$ cat src/rtl/relay_alu_pkg.sv
// Purpose: shared types and constants for the relay ALU issue sequencer.
// Latency: n/a (types and constants only).
// Backpressure: n/a.
// Contents: alu_fn_e (fff codes), ALU_CLASS_OP (upper nibble of ALU-class bytes),
//           seq_state_e (sequencer states), flags_t (Z/S/C), fn_sets_carry helper.
package relay_alu_pkg;

   typedef enum logic [2:0] {
      FN_ADD = 3'b000,
      FN_INC = 3'b001,
      FN_AND = 3'b010,
      FN_OR  = 3'b011,
      FN_XOR = 3'b100,
      FN_NOT = 3'b101,
      FN_SHL = 3'b110,
      FN_CLR = 3'b111
   } alu_fn_e;

   localparam logic [3:0] ALU_CLASS_OP = 4'b1000;

   typedef enum logic [1:0] {
      IDLE   = 2'd0,
      DRIVE  = 2'd1,
      SETTLE = 2'd2,
      WRITE  = 2'd3
   } seq_state_e;

   typedef struct packed {
      logic z;
      logic s;
      logic c;
   } flags_t;

   // Only the adder functions produce a meaningful carry; every other
   // function clears the carry flag.
   function automatic logic fn_sets_carry(alu_fn_e fn);
      return (fn == FN_ADD) || (fn == FN_INC);
   endfunction

endpackage

$ cat src/rtl/alu_instr_sequencer_if.sv
// Purpose: bundles the instruction handshake, operand/ALU bus and writeback/flag signals.
// Latency: n/a (wiring only).
// Backpressure: instr_valid/instr_ready handshake; the offer is held by the source until ready.
// Modports: slave = the sequencer (consumes instructions, drives the ALU and writeback);
//           master = instruction source, register file and ALU datapath side.
interface alu_instr_sequencer_if;
   logic       instr_valid;
   logic       instr_ready;
   logic [7:0] instr;
   logic [7:0] reg_b;
   logic [7:0] reg_c;
   logic [7:0] alu_b;
   logic [7:0] alu_c;
   logic [2:0] alu_fn;
   logic       alu_en;
   logic [7:0] alu_result;
   logic       alu_carry;
   logic       dest_we;
   logic       dest_sel;
   logic [7:0] dest_data;
   logic       flag_z;
   logic       flag_s;
   logic       flag_c;
   logic       done;
   logic       illegal;

   modport slave (
      input  instr_valid, instr, reg_b, reg_c, alu_result, alu_carry,
      output instr_ready, alu_b, alu_c, alu_fn, alu_en,
             dest_we, dest_sel, dest_data, flag_z, flag_s, flag_c, done, illegal
   );

   modport master (
      output instr_valid, instr, reg_b, reg_c, alu_result, alu_carry,
      input  instr_ready, alu_b, alu_c, alu_fn, alu_en,
             dest_we, dest_sel, dest_data, flag_z, flag_s, flag_c, done, illegal
   );
endinterface

$ cat src/rtl/alu_settle_timer.sv
// Purpose: 4-bit load/decrement counter timing the relay settle window.
// Latency: tc asserts load_val cycles after the load edge (same cycle when load_val=0).
// Backpressure: none; the counter holds at 0 rather than wrapping.
// Ports: clk, rst_n (async active-low), load/load_val (preset), dec (count down), tc (count == 0).
module alu_settle_timer (
   input  logic       clk,
   input  logic       rst_n,
   input  logic       load,
   input  logic [3:0] load_val,
   input  logic       dec,
   output logic       tc
);
   logic [3:0] cnt_q, cnt_d;

   always_comb begin
      cnt_d = cnt_q;
      if (load) begin
         cnt_d = load_val;
      end else if (dec && (cnt_q != 4'd0)) begin
         cnt_d = cnt_q - 4'd1;
      end
   end

   always_ff @(posedge clk or negedge rst_n) begin
      if (!rst_n) begin
         cnt_q <= 4'd0;
      end else begin
         cnt_q <= cnt_d;
      end
   end

   assign tc = (cnt_q == 4'd0);
endmodule

$ cat src/rtl/alu_instr_sequencer.sv
// Purpose: issues one ALU-class instruction (1000 r fff) to the relay ALU and writes the result to A or D.
// Latency: accept edge = cycle 0; done/dest_we in cycle SETTLE_CYCLES+2; ready again in SETTLE_CYCLES+3.
// Backpressure: instr_ready is high only in IDLE; offers made while busy wait until IDLE.
// Ports: clk, rst_n (async active-low), bus (alu_instr_sequencer_if.slave).
// SETTLE_CYCLES is legal in 1..15 (the settle counter is 4 bits).
module alu_instr_sequencer
   import relay_alu_pkg::*;
#(
   parameter int unsigned SETTLE_CYCLES = 4
) (
   input logic                  clk,
   input logic                  rst_n,
   alu_instr_sequencer_if.slave bus
);
   localparam logic [3:0] SETTLE_LOAD = 4'(SETTLE_CYCLES - 1);

   seq_state_e state_q, state_d;
   alu_fn_e    fn_q, fn_d;
   logic       r_q, r_d;
   logic [7:0] b_q, b_d;
   logic [7:0] c_q, c_d;
   logic [7:0] res_q, res_d;
   logic       cy_q, cy_d;
   flags_t     flags_q, flags_d;
   logic       illegal_q, illegal_d;
   logic       rdy_en_q, rdy_en_d;

   logic ready, accept, legal;
   logic timer_load, timer_dec, settle_tc;

   // rdy_en_q keeps instr_ready low while reset is asserted even though the
   // state register already reads IDLE.
   assign ready      = rdy_en_q && (state_q == IDLE);
   assign accept     = bus.instr_valid && ready;
   assign legal      = (bus.instr[7:4] == ALU_CLASS_OP);
   assign timer_load = (state_q == DRIVE);
   assign timer_dec  = (state_q == SETTLE);

   alu_settle_timer u_settle_timer (
      .clk      (clk),
      .rst_n    (rst_n),
      .load     (timer_load),
      .load_val (SETTLE_LOAD),
      .dec      (timer_dec),
      .tc       (settle_tc)
   );

   // State register
   always_ff @(posedge clk or negedge rst_n) begin
      if (!rst_n) begin
         state_q <= IDLE;
      end else begin
         state_q <= state_d;
      end
   end

   // Next-state logic; a non-ALU byte is consumed without leaving IDLE.
   always_comb begin
      state_d = state_q;
      unique case (state_q)
         IDLE:    if (accept && legal) state_d = DRIVE;
         DRIVE:   state_d = SETTLE;
         SETTLE:  if (settle_tc) state_d = WRITE;
         WRITE:   state_d = IDLE;
         default: state_d = IDLE;
      endcase
   end

   // Snapshot, result capture and flag update
   always_comb begin
      fn_d      = fn_q;
      r_d       = r_q;
      b_d       = b_q;
      c_d       = c_q;
      res_d     = res_q;
      cy_d      = cy_q;
      flags_d   = flags_q;
      illegal_d = accept && !legal;
      rdy_en_d  = 1'b1;
      if (accept && legal) begin
         fn_d = alu_fn_e'(bus.instr[2:0]);
         r_d  = bus.instr[3];
         b_d  = bus.reg_b;
         c_d  = bus.reg_c;
      end
      // The relays have settled by the last SETTLE cycle.
      if ((state_q == SETTLE) && settle_tc) begin
         res_d = bus.alu_result;
         cy_d  = bus.alu_carry;
      end
      if (state_q == WRITE) begin
         flags_d.z = (res_q == 8'd0);
         flags_d.s = res_q[7];
         flags_d.c = fn_sets_carry(fn_q) ? cy_q : 1'b0;
      end
   end

   always_ff @(posedge clk or negedge rst_n) begin
      if (!rst_n) begin
         fn_q      <= FN_ADD;
         r_q       <= 1'b0;
         b_q       <= 8'd0;
         c_q       <= 8'd0;
         res_q     <= 8'd0;
         cy_q      <= 1'b0;
         flags_q   <= '0;
         illegal_q <= 1'b0;
         rdy_en_q  <= 1'b0;
      end else begin
         fn_q      <= fn_d;
         r_q       <= r_d;
         b_q       <= b_d;
         c_q       <= c_d;
         res_q     <= res_d;
         cy_q      <= cy_d;
         flags_q   <= flags_d;
         illegal_q <= illegal_d;
         rdy_en_q  <= rdy_en_d;
      end
   end

   // Outputs
   always_comb begin
      bus.instr_ready = ready;
      bus.alu_en      = 1'b0;
      bus.alu_b       = 8'd0;
      bus.alu_c       = 8'd0;
      bus.alu_fn      = 3'd0;
      bus.dest_we     = 1'b0;
      bus.dest_sel    = 1'b0;
      bus.dest_data   = 8'd0;
      bus.done        = 1'b0;
      bus.flag_z      = flags_q.z;
      bus.flag_s      = flags_q.s;
      bus.flag_c      = flags_q.c;
      bus.illegal     = illegal_q;
      if (state_q != IDLE) begin
         bus.alu_en = 1'b1;
         bus.alu_b  = b_q;
         bus.alu_c  = c_q;
         bus.alu_fn = fn_q;
      end
      if (state_q == WRITE) begin
         bus.dest_we   = 1'b1;
         bus.dest_sel  = r_q;
         bus.dest_data = res_q;
         bus.done      = 1'b1;
      end
   end
endmodule

$ cat src/flat_wrapper.sv
// flat-port wrapper written by rule: the top's interface ports become plain ports
module alu_instr_sequencer_flat import relay_alu_pkg::*;
#(
   parameter int unsigned SETTLE_CYCLES = 4
)
  (clk, rst_n, bus_instr_valid, bus_instr, bus_reg_b, bus_reg_c, bus_alu_result, bus_alu_carry, bus_instr_ready, bus_alu_b, bus_alu_c, bus_alu_fn, bus_alu_en, bus_dest_we, bus_dest_sel, bus_dest_data, bus_flag_z, bus_flag_s, bus_flag_c, bus_done, bus_illegal);
  alu_instr_sequencer_if bus_i ();
  input logic clk;
  input logic rst_n;
  input wire logic [$bits(bus_i.instr_valid)-1:0] bus_instr_valid;
  input wire logic [$bits(bus_i.instr)-1:0] bus_instr;
  input wire logic [$bits(bus_i.reg_b)-1:0] bus_reg_b;
  input wire logic [$bits(bus_i.reg_c)-1:0] bus_reg_c;
  input wire logic [$bits(bus_i.alu_result)-1:0] bus_alu_result;
  input wire logic [$bits(bus_i.alu_carry)-1:0] bus_alu_carry;
  output wire logic [$bits(bus_i.instr_ready)-1:0] bus_instr_ready;
  output wire logic [$bits(bus_i.alu_b)-1:0] bus_alu_b;
  output wire logic [$bits(bus_i.alu_c)-1:0] bus_alu_c;
  output wire logic [$bits(bus_i.alu_fn)-1:0] bus_alu_fn;
  output wire logic [$bits(bus_i.alu_en)-1:0] bus_alu_en;
  output wire logic [$bits(bus_i.dest_we)-1:0] bus_dest_we;
  output wire logic [$bits(bus_i.dest_sel)-1:0] bus_dest_sel;
  output wire logic [$bits(bus_i.dest_data)-1:0] bus_dest_data;
  output wire logic [$bits(bus_i.flag_z)-1:0] bus_flag_z;
  output wire logic [$bits(bus_i.flag_s)-1:0] bus_flag_s;
  output wire logic [$bits(bus_i.flag_c)-1:0] bus_flag_c;
  output wire logic [$bits(bus_i.done)-1:0] bus_done;
  output wire logic [$bits(bus_i.illegal)-1:0] bus_illegal;
  assign bus_i.instr_valid = bus_instr_valid;
  assign bus_i.instr = bus_instr;
  assign bus_i.reg_b = bus_reg_b;
  assign bus_i.reg_c = bus_reg_c;
  assign bus_i.alu_result = bus_alu_result;
  assign bus_i.alu_carry = bus_alu_carry;
  assign bus_instr_ready = bus_i.instr_ready;
  assign bus_alu_b = bus_i.alu_b;
  assign bus_alu_c = bus_i.alu_c;
  assign bus_alu_fn = bus_i.alu_fn;
  assign bus_alu_en = bus_i.alu_en;
  assign bus_dest_we = bus_i.dest_we;
  assign bus_dest_sel = bus_i.dest_sel;
  assign bus_dest_data = bus_i.dest_data;
  assign bus_flag_z = bus_i.flag_z;
  assign bus_flag_s = bus_i.flag_s;
  assign bus_flag_c = bus_i.flag_c;
  assign bus_done = bus_i.done;
  assign bus_illegal = bus_i.illegal;
  alu_instr_sequencer #(.SETTLE_CYCLES(SETTLE_CYCLES)) u_core (.clk(clk), .rst_n(rst_n), .bus(bus_i));
endmodule
$ cat config.mk
export PLATFORM = sky130hd
export DESIGN_NAME = alu_instr_sequencer_flat
export DESIGN_NICKNAME = d
export VERILOG_FILES = /design/src/rtl/relay_alu_pkg.sv /design/src/rtl/alu_instr_sequencer_if.sv /design/src/rtl/alu_settle_timer.sv /design/src/rtl/alu_instr_sequencer.sv /design/src/flat_wrapper.sv
export SDC_FILE = /design/constraint.sdc
export NUM_CORES = 1
export LEC_CHECK = 0
export ABC_AREA = 0
export CORE_MARGIN = 3
export CORE_UTILIZATION = 35
export DETAILED_ROUTE_END_ITERATION = 6
export GPL_TIMING_DRIVEN = 0
export MAX_ROUTING_LAYER = met4
export PLACE_DENSITY = 0.75
export SLEW_MARGIN = 10
export SYNTH_ARGS = -nofsm -noshare
export SYNTH_HDL_FRONTEND = slang
export SYNTH_HIERARCHICAL = 1
export SYNTH_SLANG_ARGS = --single-unit
$ cat constraint.sdc
create_clock -name clk -period 2.1 [get_ports clk]
set_input_delay 0.42 -clock clk [delete_from_list [all_inputs] [get_ports clk]]
set_output_delay 0.42 -clock clk [all_outputs]
set_load 0.02 [all_outputs]
==> summary.md <==
| Metric | Value |
|---|---|
| Via count | `1489` |
| Mean post-synth cell area | `12.7 µm²` |
| GPL Wtd Cong | `0.768` |
| Max VDD drop | `0.616 mV` |
| Vias in the first global route | `1484` |
| WL per Instance | `13.6 µm` |
| Post-Route WL | `4350 µm` |
| Pwr dens | `1180 nW/µm²` |
| Max Cap Viol | `0` |
| Grt ovf | `0` |
| Post-DRT Antenna Nets | `0` |
| Crit-path max FO | `7` |
| Core area | `5610 µm²` |
| Fmax | `492 MHz` |
| Die Y | `83.0 µm` |
| Initial antenna violation count | `0` |
| Cells along the critical path | `ha_4, buf_4, clkdlybuf4s50_1` |
| Crit path capture type | `primary output` |
| CP Depth | `3` |
| Htree depth | `2` |
| Top-area cell type share of the netlist area | `48.3%` |
| Buf+Inv Stages, Crit Path | `2` |
| Worst skew pair latency | `300 ps` |
| Nets | `289` |
| YS warnings | `6` |
| Remaining DRCs | `0` |
| CP Launch Point | `u_core/state_q[1]$_DFFE_PN0P_` |
| CP max stage cell | `clkdlybuf4s50_1` |
| Worst path top cell family by delay | `buffers and inverters` |
| Total Power | `0.00351 W` |
| Prevailing post-synth register cell | `dfrtp_1` |
| Post-synthesis sequential area ratio | `48.3%` |
| Asr flop ratio synth | `100%` |
| Arrival time worst endpoint | `1610 ps` |
| Part of the cycle the worst path needs | `96.7%` |
| Distinct cells, synth | `37` |
| CTS Buffer Depth | `2` |
| RSZ-0062 raised after global routing | `no` |
| Final number of setup-violating endpoints | `0` |
| Largest net degree at the start of global routing | `23` |
| Die X | `83.0 µm` |
| Area Overhead vs Synth | `43.9%` |
| Core Rows | `27` |
| Commonest non-fill, non-tap cell in the layout | `clkdlybuf4s50_1` |
| Worst R2R Start | `u_core/u_settle_timer/cnt_q[0]$_DFFE_PN0P_` |
| First-pass GRT wire length | `7380 µm` |
| Most frequent cells in the layout | `clkdlybuf4s50_1, dfrtp_1, mux2_4` |
| Clock skew | `14.6 ps` |
| Leakage | `1.40 nW` |
| Critical path class | `reg -> out` |
| Iter 0 DRT Violations | `43` |
| Startpoint types | `register` |
| EDFF count, synth | `0` |
| Cell count after synthesis | `163` |
| FF-to-FF path depth | `5` |
| Final Hold Vio Count | `0` |
| Clock Pin Slew Worst Setup and Hold Paths | `70 ps` |
| Synthesized flop and latch total | `40` |
| Cell taking the most area after synthesis | `dfrtp_1` |
| Status | `finished clean` |
| Cells after DPL | `310` |
| Slew Viols, Final | `0` |
| CTS Hold Buffers Added | `0` |
| Layout Utilization | `53.2%` |
| # port buffers | `71` |
| CTS tree | `done` |
| Io pins | `72` |
| Area after DPL | `2910 µm²` |
| Drt pass-1 iters | `4` |
| ANT cells | `0` |
| Final WS setup | `68.7 ps` |
| Synth Cell Area | `2070 µm²` |
| All-Layer GR Usage | `13.8%` |
| FF-to-FF setup slack | `300 ps` |
| Share of cells above drive strength 1 | `30.6%` |
| Setup slack at placement | `-207 ps` |
| Fin area | `2980 µm²` |
| Period minus WS final | `2030 ps` |
| Initial core utilization | `37.0%` |
| Clock Sinks | `40` |
| Die area | `6880 µm²` |
| Hold WC Path Type | `in -> async` |
| Placed wire-length estimate | `3190 µm` |
| Critical Path Max Stage Delay | `600 ps` |
| Clock root cell | `clkbuf_8` |
| WP data required | `1680 ps` |
| CTS buffer count | `5` |
| Final Non-Filler Cells | `320` |
| Top cells by area, synth | `dfrtp_1, mux2_4, nor2b_1` |
| Routed vias/inst | `4.65` |
==> per-stage QoR <==
step | TNS (ps) | hold WS, ps
final | 0 | 82.5
after global routing | 0 | 110
after CTS | 0 | 88.7
after detailed placement | -6040 | 407
after global placement | -22630 | 482
after floorplan | 0 | 124
==> power by group <==
part,internal (W),leakage [nW],switching [W]
sequential,0.00105,0.502,0.000192
clock,0.000358,0.0583,0.000281
combinational,0.000836,0.835,0.000793
==> sequential cells by signal (all words and copies together) (netlist names) <==
name,cells
u_core/fn_q,3
u_core/b_q,8
u_core/r_q,1
u_core/cy_q,1
u_core/state_q,2
u_core/bus.flag_z,1
u_core/c_q,8
u_core/rdy_en_q,1
u_core/bus.illegal,1
u_core/u_settle_timer/cnt_q,4
u_core/bus.flag_s,1
u_core/res_q,8
u_core/bus.flag_c,1
==> synth_stat cells, drive strengths merged (2+ instances only) <==
| cell | instances |
|---|---|
| dfrtp | 40 |
| mux2 | 30 |
| nor2b | 19 |
| and2 | 11 |
| inv | 8 |
| ha | 6 |
| nand2 | 6 |
| buf | 4 |
| clkbuf | 3 |
| nor3b | 3 |
| o21ai | 3 |
| a21oi | 2 |
| conb | 2 |
| nand2b | 2 |
| nand3 | 2 |
| nor2 | 2 |
| nor3 | 2 |
| nor4 | 2 |
| nor4b | 2 |
| o211ai | 2 |
| o32ai | 2 |
==> metal layers <==
| layer | global-route usage (%) | part of all wire (%) | vias to the layer above |
|---|---|---|---|
| li1 | - | - | 726 |
| met1 | 17.2 | 48 | 709 |
| met2 | 21.0 | 45 | 47 |
| met3 | 4.46 | 4.9 | 7 |
| met4 | 4.90 | 1.8 | 0 |
| met5 | - | 0 | - |
==> cell type report <==
type,instances,area (µm²)
fillers,510,2620
flip-flops and latches,40,1000
multi-input cells,111,998
repair buffers,74,668
well taps,72,90.1
plain buffers,7,78.8
clock buffers,5,68.8
clock inverters,3,47.5
inverters,8,30.0
==> timing repair <==
action,in CTS,in global routing
buffers inserted,1,1
endpoints found under the hold margin,0,0
pin swaps,0,0
setup endpoints to repair,32,27
gates resized for setup,76,22
==> path summary, 6_finish.rpt <==
kind	endpoint
worst max-delay path	bus_done
worst min-delay path	u_core/bus.illegal$_DFF_PN0_
worst max register to register	u_core/res_q[6]$_DFFE_PN0P_
worst min register to register	u_core/b_q[2]$_DFFE_PN0P_
max in group asynchronous	u_core/state_q[0]$_DFFE_PN0P_
min in group clk	u_core/b_q[2]$_DFFE_PN0P_
==> kinds of logic (layout without fill, tap and decap cells) <==
kind of cell,after synthesis,in the layout,share of synthesized area [%]
AND/OR/NAND/NOR,55,55,17.6
multiplexers,30,30,19.9
other,2,5,0.362
adder cells (fa/ha/maj),6,6,3.62
buffers and inverters,15,97,4.83
flip-flops,40,40,48.3
AO/OA/AOI/OAI,15,15,5.37
No activity file was read; power rests on OpenSTA's default activity.
